## config.mk

```make
export PLATFORM = sky130hd
export DESIGN_NAME = inv_sbox_serial_flat
export DESIGN_NICKNAME = d
export VERILOG_FILES = /design/src/rtl/inv_sbox_serial_if.sv /design/src/rtl/inv_sbox_serial.sv /design/src/flat_wrapper.sv
export SDC_FILE = /design/constraint.sdc
export NUM_CORES = 1
export LEC_CHECK = 0
export ABC_CLOCK_PERIOD_IN_PS = 4950
export CORE_MARGIN = 3
export CORE_UTILIZATION = 35
export DETAILED_ROUTE_END_ITERATION = 12
export PLACE_DENSITY_LB_ADDON = 0.08
export SLEW_MARGIN = 20
export SYNTH_ARGS = -nofsm -noshare
export SYNTH_HDL_FRONTEND = slang
export SYNTH_SLANG_ARGS = --single-unit
```

## constraint.sdc

```tcl
create_clock -name clk -period 4.95 [get_ports clk]
set_input_delay 1.485 -clock clk [delete_from_list [all_inputs] [get_ports clk]]
set_output_delay 1.485 -clock clk [all_outputs]
set_load 0.01 [all_outputs]
```

## src/rtl/inv_sbox_serial_if.sv

```systemverilog
// inv_sbox_serial_if: valid/ready input and output channels of the serial inverse S-box
interface inv_sbox_serial_if #(parameter int NIBBLES = 4);
  logic                   in_valid;
  logic                   in_ready;
  logic [4*NIBBLES-1:0]   in_data;
  logic                   out_valid;
  logic                   out_ready;
  logic [4*NIBBLES-1:0]   out_data;
  modport master (output in_valid, in_data, out_ready, input in_ready, out_valid, out_data);
  modport slave  (input in_valid, in_data, out_ready, output in_ready, out_valid, out_data);
endinterface

```

## src/rtl/inv_sbox_serial.sv

```systemverilog
// inv_sbox_serial: small-scale AES inverse SubBytes, one nibble per cycle through a single tower-field datapath.
// INV_SBOX_SERIAL_PIPE_EN registers the inverse-affine/basis-in result before the inverter (adds one drain cycle).
module inv_sbox_serial #(
  parameter int NIBBLES = 4
) (
  input logic              clk,
  input logic              rst_n,
  inv_sbox_serial_if.slave bus
);
  localparam int CW = $clog2(NIBBLES + 1);
  typedef enum logic [1:0] {IDLE, BUSY, DONE} state_t;
  state_t               state_q, state_d;
  logic [CW-1:0]        cnt_q, cnt_d, widx;
  logic [4*NIBBLES-1:0] data_q, data_d;
  logic [3:0]           rd, res;
  logic                 we, last;
  function automatic logic [1:0] gf4_mul(input logic [1:0] a, input logic [1:0] b);
    return {a[1] & b[1] ^ a[1] & b[0] ^ a[0] & b[1], a[1] & b[1] ^ a[0] & b[0]};
  endfunction
  function automatic logic [1:0] gf4_sq(input logic [1:0] a);
    return {a[1], a[1] ^ a[0]};
  endfunction
  function automatic logic [1:0] gf4_mulw(input logic [1:0] a);
    return {a[1] ^ a[0], a[1]};
  endfunction
  // strip the affine constant, undo the linear map, then move x^4+x+1 polynomial basis into the tower basis
  function automatic logic [3:0] aff_in(input logic [3:0] b);
    logic [3:0] t, p;
    t = b ^ 4'h6;
    p = {t[1] ^ t[2] ^ t[3], t[0] ^ t[1] ^ t[2], t[0] ^ t[1] ^ t[3], t[0] ^ t[2] ^ t[3]};
    return {p[3], p[1] ^ p[2] ^ p[3], p[2] ^ p[3], p[0]};
  endfunction
  // GF((2^2)^2) inverse over y^2+y+w; zero falls through to zero naturally
  function automatic logic [3:0] tower_inv(input logic [3:0] t);
    logic [1:0] d, di;
    d  = gf4_mulw(gf4_sq(t[3:2])) ^ gf4_mul(t[3:2], t[1:0]) ^ gf4_sq(t[1:0]);
    di = gf4_sq(d);
    return {gf4_mul(t[3:2], di), gf4_mul(t[3:2] ^ t[1:0], di)};
  endfunction
  function automatic logic [3:0] basis_out(input logic [3:0] t);
    return {t[3], t[1] ^ t[3], t[2] ^ t[1], t[0]};
  endfunction
`ifdef INV_SBOX_SERIAL_PIPE_EN
  logic [3:0] pipe_q;
  assign res  = basis_out(tower_inv(pipe_q));
  assign we   = cnt_q != '0;
  assign widx = CW'(cnt_q - 1'b1);
  assign last = cnt_q == CW'(NIBBLES);
  // pipeline register between the basis-in stage and the inverter
  always_ff @(posedge clk or negedge rst_n)
    if (!rst_n) pipe_q <= '0;
    else pipe_q <= aff_in(rd);
`else
  assign res  = basis_out(tower_inv(aff_in(rd)));
  assign we   = 1'b1;
  assign widx = cnt_q;
  assign last = cnt_q == CW'(NIBBLES - 1);
`endif
  assign bus.in_ready  = state_q == IDLE;
  assign bus.out_valid = state_q == DONE;
  assign bus.out_data  = data_q;
  // state, nibble counter and working state register
  always_ff @(posedge clk or negedge rst_n)
    if (!rst_n) begin
      state_q <= IDLE;
      cnt_q   <= '0;
      data_q  <= '0;
    end else begin
      state_q <= state_d;
      cnt_q   <= cnt_d;
      data_q  <= data_d;
    end
  // nibble select, write-back and IDLE/BUSY/DONE sequencing
  always_comb begin
    state_d = state_q;
    cnt_d   = cnt_q;
    data_d  = data_q;
    rd      = '0;
    for (int i = 0; i < NIBBLES; i++)
      if (cnt_q == CW'(i)) rd = data_q[4*i +: 4];
    if (state_q == IDLE && bus.in_valid) begin
      data_d  = bus.in_data;
      cnt_d   = '0;
      state_d = BUSY;
    end else if (state_q == BUSY) begin
      for (int i = 0; i < NIBBLES; i++)
        if (we && widx == CW'(i)) data_d[4*i +: 4] = res;
      cnt_d   = last ? cnt_q : CW'(cnt_q + 1'b1);
      state_d = last ? DONE : BUSY;
    end else if (state_q == DONE && bus.out_ready) begin
      state_d = IDLE;
    end
  end
endmodule
```

## src/flat_wrapper.sv

```systemverilog
// flat-port wrapper written by rule: the top's interface ports become plain ports
module inv_sbox_serial_flat 
#(
  parameter int NIBBLES = 4
)
  (clk, rst_n, bus_in_valid, bus_in_data, bus_out_ready, bus_in_ready, bus_out_valid, bus_out_data);
  inv_sbox_serial_if #(.NIBBLES(NIBBLES)) bus_i ();
  input logic clk;
  input logic rst_n;
  input wire logic [$bits(bus_i.in_valid)-1:0] bus_in_valid;
  input wire logic [$bits(bus_i.in_data)-1:0] bus_in_data;
  input wire logic [$bits(bus_i.out_ready)-1:0] bus_out_ready;
  output wire logic [$bits(bus_i.in_ready)-1:0] bus_in_ready;
  output wire logic [$bits(bus_i.out_valid)-1:0] bus_out_valid;
  output wire logic [$bits(bus_i.out_data)-1:0] bus_out_data;
  assign bus_i.in_valid = bus_in_valid;
  assign bus_i.in_data = bus_in_data;
  assign bus_i.out_ready = bus_out_ready;
  assign bus_in_ready = bus_i.in_ready;
  assign bus_out_valid = bus_i.out_valid;
  assign bus_out_data = bus_i.out_data;
  inv_sbox_serial #(.NIBBLES(NIBBLES)) u_core (.clk(clk), .rst_n(rst_n), .bus(bus_i));
endmodule
```

# Yosys cells after proc, flatten, opt, wreduce, memory -nomap -nowiden
# Index checks and enable logic that the tools add are counted.
[totals]
register_bits = 21
in_bits = 20
out_inout_bits = 18
elab_cells = 86
[op_classes]
add_sub_neg = 1
eq_ne = 6
mux = 17
n_bitwise = 41
n_reduce_logical = 15
[ops]
columns = ["cell", "n"]
rows = [
  ["$mux W16", 2],
  ["$mux W4", 8],
  ["$xor A1 B1 Y1", 25],
  ["$and A1 B1 Y1", 12],
  ["$reduce_and A2 Y1", 5],
  ["$reduce_bool A2 Y1", 5],
  ["$mux W3", 3],
  ["$mux W2", 4],
  ["$eq A3 B2 Y1 const B", 2],
  ["$xor A2 B2 Y2", 3],
  ["$add A3 B1 Y3 const B", 1],
  ["$eq A3 B1 Y1 const B", 1],
  ["$logic_not A3 Y1", 1],
  ["$reduce_bool A3 Y1", 1],
  ["$eq A2 B1 Y1 const B", 1],
  ["$eq A2 B2 Y1 const B", 1],
  ["$logic_and A1 B1 Y1", 2],
  ["$logic_not A2 Y1", 1],
  ["$ne A2 B2 Y1 const B", 1],
  ["$not A2 Y2", 1],
]

# Depth between registers and ports, before layout
# Gate-level depths: netlist of the first run.
[depth]
depth_word = 22
ltp_mapped = 19
depth_no_buf = 16

# Worst setup path after synthesis of the first run
# No wires, ideal clock.
[synth_path]
path_kind = "register to register"
start = "register u_core.cnt_q[0]"
end = "register u_core.data_q[9] (netlist: u_core.bus.out_data[9])"
arrival_time_ns = 4.023
slack_ns = 0.791
stages_incl_launch_ff = 19
n_path_buf = 2
cell_sequence = "dfrtp_1 ha_1 ha_1 or2_1 a221o_1 a211o_1 and2_4 buf_6 xnor2_1 ha_1 clkbuf_1 xnor2_1 xnor2_1 xor2_1 and2_1 mux2i_1 xnor2_1 xor2_1 o211ai_1"
[synth_via]
elab_chain_cells = 22
elab_cells_between_ends = 47
cone_classes = "eq/ne: 3; mux: 7; bitwise: 34; reduce/logical: 3"
[synth_lines]
columns = ["item", "line", "rtl"]
rows = [
  ["start: declaration", "inv_sbox_serial.sv:13", "logic [CW-1:0] cnt_q, cnt_d, widx;"],
  ["start signal: assignment", "inv_sbox_serial.sv:70", "cnt_q <= cnt_d;"],
  ["$logic_not A3 Y1", "inv_sbox_serial.sv:80", "if (cnt_q == CW'(i)) rd = data_q[4*i +: 4];"],
  ["$mux W4 (4 in series)", "inv_sbox_serial.sv:80", ""],
  ["$not A2 Y2 (no line)", "-", ""],
  ["$xor A1 B1 Y1 (2 in series)", "inv_sbox_serial.sv:30", "p = {t[1] ^ t[2] ^ t[3], t[0] ^ t[1] ^ t[2], t[0] ^ t[1] ^ t[3], t[0] ^ t[2] ^ t[3]};"],
  ["$xor A1 B1 Y1", "inv_sbox_serial.sv:31", "return {p[3], p[1] ^ p[2] ^ p[3], p[2] ^ p[3], p[0]};"],
  ["$xor A1 B1 Y1 or $and A1 B1 Y1 (tied branches)", "inv_sbox_serial.sv:31, inv_sbox_serial.sv:18", ""],
  ["$xor A1 B1 Y1, or another cell as far along", "inv_sbox_serial.sv:21", "return {a[1], a[1] ^ a[0]};"],
  ["$xor A1 B1 Y1, on equally long branches", "inv_sbox_serial.sv:24, inv_sbox_serial.sv:18", ""],
  ["$xor A2 B2 Y2 (2 in series)", "inv_sbox_serial.sv:36", "d = gf4_mulw(gf4_sq(t[3:2])) ^ gf4_mul(t[3:2], t[1:0]) ^ gf4_sq(t[1:0]);"],
  ["$xor A1 B1 Y1", "inv_sbox_serial.sv:21", ""],
  ["$and A1 B1 Y1", "inv_sbox_serial.sv:18", "return {a[1] & b[1] ^ a[1] & b[0] ^ a[0] & b[1], a[1] & b[1] ^ a[0] & b[0]};"],
  ["$xor A1 B1 Y1 (2 in series)", "inv_sbox_serial.sv:18", ""],
  ["$xor A1 B1 Y1", "inv_sbox_serial.sv:41", "return {t[3], t[1] ^ t[3], t[2] ^ t[1], t[0]};"],
  ["$mux W4", "inv_sbox_serial.sv:87", "if (we && widx == CW'(i)) data_d[4*i +: 4] = res;"],
  ["$mux W16", "inv_sbox_serial.sv:85", "end else if (state_q == BUSY) begin"],
  ["$mux W16", "inv_sbox_serial.sv:81", "if (state_q == IDLE && bus.in_valid) begin"],
  ["end signal: assignment", "inv_sbox_serial.sv:71", "data_q <= data_d;"],
  ["end: declaration", "inv_sbox_serial.sv:14", "logic [4*NIBBLES-1:0] data_q, data_d;"],
]
# Parallel ways exist; a longest one is shown, timed or not. The select of a mux whose other input is x is not followed.
# A chain may end at the register's enable or synchronous reset.

# Worst setup path in the final report of the first run
# Ends and elaborated chain as after synthesis.

==> results of run 1 <==
==> metrics by stage <==
stage                     worst slack (ps)  hold slack (ps)  cells
final                                  351              553    273
after global placement                 516              535    269
after global routing                  4.12              583    273
after floorplan                        791              480    191
after detailed placement               396              531    269
after CTS                              361              558    273
==> cells in the final DEF, fill, tap and decap left out, types with 2 or more instances in the layout <==
cell / synthesis / layout
and2_1: 3 / 3
a22o_1: 3 / 3
xnor2_1: 10 / 10
clkdlybuf4s50_1: 0 / 36
xor2_1: 4 / 4
nand3_1: 9 / 9
o211ai_1: 7 / 7
a221o_1: 2 / 2
buf_4: 1 / 3
clkbuf_8: 0 / 3
a211oi_1: 2 / 2
o21ai_1: 4 / 4
mux2i_1: 3 / 3
a31oi_1: 3 / 3
inv_1: 8 / 8
a21oi_1: 12 / 12
nor2_1: 14 / 14
nand2_1: 20 / 20
nand3b_1: 3 / 3
a22oi_1: 5 / 5
dfrtp_1: 21 / 21
o21ai_0: 15 / 15
and3_1: 2 / 2
ha_1: 7 / 7
nand2b_1: 2 / 2
==> worst max-delay path: stages, from the launching register on <==
cell	delay (ps)
dfrtp_1	420
ha_1	210
ha_1	200
or2_1	270
a221o_1	300
a211o_1	330
and2_4	190
xnor2_1	120
ha_1	410
xnor2_1	360
xnor2_1	180
xor2_1	250
and2_1	180
mux2i_1	100
xnor2_1	270
xor2_1	480
o211ai_1	160
==> flip-flops by register name, indices dropped and copies added, names as in the netlist <==
| register | count |
|---|---|
| u_core.bus.out_data | 16 |
| u_core.cnt_q | 3 |
| u_core.state_q | 2 |
==> worst paths after layout <==
path | to | slack [ps] | depth (start not counted)
min reg2reg | u_core.bus.out_data[13] | 550 | 2
max in group asynchronous | u_core.bus.out_data[10] | 3450 | 1
min | u_core.bus.out_data[13] | 550 | 2
max reg2reg | u_core.bus.out_data[9] | 350 | 16
max | u_core.bus.out_data[9] | 350 | 16
min in group asynchronous | u_core.state_q[1] | 1160 | 1
==> layer usage <==
layer  wire length, um  global-route usage  vias to the layer above
met5                 0                   0                        -
met4                28              0.0410                        0
met3               269              0.0372                        4
met2              1860               0.264                       37
met1              2160               0.255                      690
li1                  -                   -                      748
==> power groups by stage <==
stage	registers, W	clock network (W)	logic [W]
final	0.000177	0.000117	0.000113
after detailed placement	0.000181	0	0.000113
after floorplan	0.000181	0	0.0000668
after global placement	0.000181	0	0.000111
after global routing	0.000178	0.000128	0.000124
after CTS	0.000177	0.000122	0.000114
==> cells by family after synthesis <==
family	after synthesis	share of synthesized area
xor+xnor	14	0.0779
flops	21	0.334
mux	4	0.0262
simple gates	62	0.190
buf+inv	21	0.0596
fa+ha+maj	7	0.0556
compound gates	62	0.257
==> cell type report <==
cell class | count | area, sq um
sequential | 21 | 526
multi-input combinational | 149 | 960
tap | 50 | 62.6
timing repair buffer | 40 | 388
fill | 402 | 2150
clock inverter | 1 | 7.51
clock buffer | 3 | 41.3
inverter | 9 | 33.8
==> results.rst, run 1 <==
.. list-table::
   :header-rows: 1

   * - Metric
     - Value
   * - Run status
     - finished, final reports clean
   * - DIE WIDTH
     - 73.1 um
   * - Yosys reg bits
     - 21
   * - GR Overflow Total
     - 0
   * - Final hold violation count
     - 0
   * - Count of unique library cells instantiated by Yosys
     - 45
   * - Antenna violations before repair
     - 0
   * - Kind of critical path
     - flop to flop
   * - Synth Cell Area
     - 0.00157 sq mm
   * - Cell types with the largest area share after synthesis
     - dfrtp_1 (33%), ha_1 (5.6%), xnor2_1 (5.6%)
   * - RSZ-0062 raised after global routing
     - false
   * - Maximum VDD drop
     - 0.000106 V
   * - Path class of the lowest-slack min-delay path
     - flop to flop
   * - Syn. warnings
     - 0
   * - Number of flops mapped to enable cells by yosys
     - 0
   * - Layout cells sized above 1
     - 0.0538
   * - Drt total wl
     - 4320 um
   * - # DRC
     - 0
   * - Worst-case clock buffer depth
     - 2
   * - Routed wire length per instance
     - 15.8 um
   * - Post-synth top area share
     - 0.334
   * - # resized after CTS
     - 0
   * - Global-route wire length before repair
     - 7420 um
   * - Post CTS Setup Buffer Count
     - 0
   * - Data arrival at the endpoint of the critical path
     - 4720 ps
   * - Fraction of synthesis flops using an asynchronous set or reset pin
     - 1.00
   * - Register clock-pin slew on the reported worst setup and hold paths
     - 90 ps
   * - Slew Limit Headroom
     - 0.647
   * - Net switching power
     - 0.000127 W
   * - HPWL after DPL
     - 3270 um
   * - Pin count of the biggest net entering global routing
     - 22
   * - CTS buffer count
     - 3
   * - Switching Share
     - 0.311
   * - # nets final
     - 251
   * - N_diodes
     - 0
   * - Deepest level of the CTS H-tree
     - 1
   * - Total power per unit cell area
     - 202 mW/mm^2
   * - Critical path fanouts, max
     - 7
   * - Fmax
     - 217 MHz
   * - Final setup violation count
     - 0
   * - Worst Path Required
     - 5070 ps
   * - Total cell area at the placement stage
     - 0.00197 sq mm
   * - Number of nets still failing antenna checks after routing
     - 0
   * - Relative contribution of combinational cells to total power
     - 0.278
   * - Startpoint class of the critical path
     - flop
   * - Post-route core utilization
     - 0.484
   * - Number of global-route vias before repair
     - 1518
   * - Gr usage total
     - 0.175
   * - Total chip power
     - 0.000408 W
   * - Via count
     - 1479
   * - Worst Hold Launch
     - u_core.bus.out_data[13]
   * - Violation count after the first detailed-routing iteration
     - 68
   * - Via density
     - 5.42
   * - TritonCTS clock tree
     - yes
   * - Post-Synthesis Cells
     - 191
   * - Max capacitance violation total
     - 0
   * - Slew of the pin with the lowest slew margin
     - 528 ps
   * - Reg2Reg Launch Point
     - u_core.cnt_q[0]
   * - Number of core rows
     - 23
   * - Synth Flop Type
     - dfrtp_1
   * - Num ports
     - 38
   * - Signed area change from the synthesized netlist to the final layout
     - 28.2%
   * - Fin Setup TNS
     - 0 ps
   * - Port Buf Inserts
     - 37
   * - Final worst path period share
     - 0.929
   * - Proportion of power drawn by the clock network
     - 0.288
   * - Floorplan Core Area
     - 0.00417 sq mm
   * - RD Place Congestion
     - 0.834
   * - Internal power summed over all cells
     - 0.000281 W
   * - Clk sinks
     - 21
   * - Final period demand of the worst path
     - 4600 ps
   * - CTS Hold Buffers Added
     - 0
   * - Register share of total power
     - 0.434
   * - Iteration count of the initial detailed-routing pass
     - 4
   * - Setup clock skew after layout
     - 10.8 ps
   * - Area of all placed cells without fillers
     - 0.00202 sq mm
   * - Clock root buffer master
     - clkbuf_8
   * - Floorplan die area
     - 0.00534 sq mm
   * - Endpoint kind of the worst setup timing path
     - flop
   * - Most common cell in the synthesized netlist
     - dfrtp_1
   * - Top cell type by total area after synthesis
     - dfrtp_1
   * - Average cell area after synthesis
     - 8.24 sq um
   * - P_leak
     - 0.820 nW
   * - Die Span Y
     - 73.1 um
   * - Net count after synthesis
     - 218
   * - Leading cell types by count after synthesis
     - dfrtp_1 (21), nand2_1 (20), o21ai_0 (15), nor2_1 (14), a21oi_1 (12)
   * - Starting utilization of the core area
     - 0.377
   * - Final Max Tran Viols
     - 0
   * - Part of the Yosys area used for sequential elements
     - 0.334
   * - First element of the critical path
     - u_core.cnt_q[0]
   * - Source-to-sink clock delay at the later pin of the worst-skew pair
     - 270 ps
Power figures use the tool's default switching activity.
==> run 2, diff against run 1 <==
Settings changed: GPL_TIMING_DRIVEN set to 0.
==> results.rst, run 2 (synthesis results as in run 1) <==
.. list-table::
   :header-rows: 1

   * - Metric
     - Value
   * - Clock root buffer master
     - clkbuf_8
   * - Cell depth of the worst flop-to-flop path
     - 18
   * - Source-to-sink clock delay at the later pin of the worst-skew pair
     - 260 ps
   * - Post-placement worst setup slack
     - 151 ps
   * - Kind of critical path
     - flop to flop
   * - Number of nets still failing antenna checks after routing
     - 0
   * - Relative contribution of combinational cells to total power
     - 0.305
   * - Violation count after the first detailed-routing iteration
     - 106
   * - Leading cell types in the layout, fill and taps excluded
     - clkdlybuf4s50_1 (36), dfrtp_1 (21), nand2_1 (20)
   * - # nets final
     - 260
   * - Slew of the pin with the lowest slew margin
     - 513 ps
   * - Post CTS Setup Buffer Count
     - 0
   * - RSZ-0062 raised after global routing
     - false
   * - Hold Crit Depth
     - 1
   * - Highest-delay cell along the critical path
     - dfrtp_1
   * - Final hold violation count
     - 0
   * - HPWL after DPL
     - 3300 um
   * - Clk sinks
     - 21
   * - Routed wire length per instance
     - 15.3 um
   * - Proportion of power drawn by the clock network
     - 0.269
   * - Fmax
     - 216 MHz
   * - Fin Setup TNS
     - 0 ps
   * - Crit path buf inv count
     - 2
   * - Number of global-route vias before repair
     - 1515
   * - Cell occurring most often along the worst timing path
     - ha_1
   * - Register-to-register setup slack
     - 310 ps
   * - R2r endpoint
     - u_core.bus.out_data[9]
   * - Total power per unit cell area
     - 201 mW/mm^2
   * - Die Span Y
     - 73.1 um
   * - Number of core rows
     - 23
   * - Non-filler cells in the finished layout
     - 282
   * - TritonCTS clock tree
     - yes
   * - Worst Hold Path EP
     - u_core.cnt_q[2]
   * - Starting utilization of the core area
     - 0.377
   * - Most common library cell in the layout ignoring fill and taps
     - clkdlybuf4s50_1
   * - Final Max Tran Viols
     - 0
   * - Setup clock skew after layout
     - 6.53 ps
   * - Worst Path Required
     - 5070 ps
   * - DIE WIDTH
     - 73.1 um
   * - Floorplan die area
     - 0.00534 sq mm
   * - Slew Limit Headroom
     - 0.658
   * - Via count
     - 1532
   * - Signed area change from the synthesized netlist to the final layout
     - 32.0%
   * - P_leak
     - 0.854 nW
   * - Register clock-pin slew on the reported worst setup and hold paths
     - 80 ps
   * - Worst-case clock buffer depth
     - 2
   * - Max capacitance violation total
     - 0
   * - Final setup violation count
     - 0
   * - Internal power summed over all cells
     - 0.000289 W
   * - Largest incremental delay on the critical path
     - 420 ps
   * - Global-route wire length before repair
     - 7310 um
   * - RD Place Congestion
     - 0.805
   * - Critical path fanouts, max
     - 7
   * - # DRC
     - 0
   * - Register share of total power
     - 0.425
   * - Antenna violations before repair
     - 0
   * - Via density
     - 5.43
   * - Startpoint class of the critical path
     - flop
   * - Ordered cell list for the critical path
     - ha_1, ha_1, or2_1, a221o_1, a211o_1, and2_4, buf_6, xnor2_1, ha_1, clkbuf_1, xnor2_2, xnor2_1, xor2_1, and2_1, mux2i_1, xnor2_2, xor2_2, o211ai_1
   * - Gate family responsible for the most delay along the worst path
     - XOR/XNOR gates
   * - Path class of the lowest-slack min-delay path
     - flop to flop
   * - Cell total after placement
     - 278
   * - Run status
     - finished, final reports clean
   * - Reg2Reg Launch Point
     - u_core.cnt_q[0]
   * - Post-route core utilization
     - 0.498
   * - Port Buf Inserts
     - 37
   * - Floorplan Core Area
     - 0.00417 sq mm
   * - CTS buffer count
     - 3
   * - Final period demand of the worst path
     - 4640 ps
   * - Drt total wl
     - 4330 um
   * - Worst slack on hold paths
     - 543 ps
   * - Iteration count of the initial detailed-routing pass
     - 4
   * - Gr usage total
     - 0.172
   * - Maximum VDD drop
     - 0.000105 V
   * - Flip-flop count of the largest register after layout
     - 16
   * - Deepest level of the CTS H-tree
     - 1
   * - Switching Share
     - 0.308
   * - Final worst path period share
     - 0.937
   * - GR Overflow Total
     - 0
   * - Worst Hold Launch
     - u_core.cnt_q[2]
   * - Num ports
     - 38
   * - Layout cells sized above 1
     - 0.0690
   * - CTS Hold Buffers Added
     - 0
   * - Pin count of the biggest net entering global routing
     - 22
   * - Net switching power
     - 0.000129 W
   * - N_diodes
     - 0
   * - Endpoint kind of the worst setup timing path
     - flop
   * - Data arrival at the endpoint of the critical path
     - 4760 ps
   * - Post-layout worst setup margin
     - 313 ps
## run 2: cell count changes in the layout (fill, tap and decap cells not counted), sizes merged
| cell | delta |
|---|---|
| clkinvlp | -1 |
| clkbuf | +8 |
| buf | +2 |
## run 2: timing repair
item,4_1_cts,5_1_grt
endpoints found under the setup margin,0,8
hold endpoints to repair,0,0
gates resized for setup,0,4
## run 2: power by group through the flow
stage / logic (W) / registers, W / clock network (W)
global placement: 0.000113 / 0.000181 / 0
finish: 0.000127 / 0.000177 / 0.000112
CTS: 0.000117 / 0.000177 / 0.000115
floorplan: 0.0000668 / 0.000181 / 0
detailed placement: 0.000116 / 0.000181 / 0
global route: 0.000137 / 0.000178 / 0.000122
## run 2: worst register-to-register path, stage by stage, from the launching register on
cell      delay (ps)
dfrtp_1          420
ha_1             220
ha_1             220
or2_1            280
a221o_1          300
a211o_1          330
and2_4           170
buf_6            120
xnor2_1          120
ha_1             270
clkbuf_1         330
xnor2_2          210
xnor2_1          180
xor2_1           230
and2_1           190
mux2i_1          110
xnor2_2          310
xor2_2           340
o211ai_1         160
## run 2: per-stage QoR
| stage | power (W) | cell area [sq um] |
|---|---|---|
| finish | 0.000417 | 2080 |
| global route | 0.000437 | 2080 |
| CTS | 0.000409 | 2050 |
| detailed placement | 0.000296 | 2010 |
| global placement | 0.000294 | 2010 |
| floorplan | 0.000248 | 1570 |
## run 2: worst max path at each step
stage                                from  cells past startpoint                     end  slack, ps
after floorplan           u_core.cnt_q[0]                     18  u_core.bus.out_data[9]        790
after CTS                 u_core.cnt_q[0]                     18  u_core.bus.out_data[9]        110
after global routing      u_core.cnt_q[0]                     18  u_core.bus.out_data[9]         70
after detailed placement  u_core.cnt_q[0]                     18  u_core.bus.out_data[9]        150
after global placement    u_core.cnt_q[0]                     18  u_core.bus.out_data[9]        220
final                     u_core.cnt_q[0]                     18  u_core.bus.out_data[9]        310
## run 2: per-layer routing
metal  vias to the layer above  track usage  part of all wire
met5                         -            0                 0
met2                        54        0.278              0.45
li1                        758            -                 -
met1                       716        0.240              0.49
met3                         4       0.0303             0.056
met4                         0       0.0369            0.0076
## run 2: final cells by class
class / count / area [sq um]
buffer: 12 / 60.1
clock buffer: 4 / 45.0
fill: 381 / 2100
inverter: 9 / 33.8
multi-input combinational: 149 / 985
sequential: 21 / 526
tap: 50 / 62.6
timing repair buffer: 37 / 365
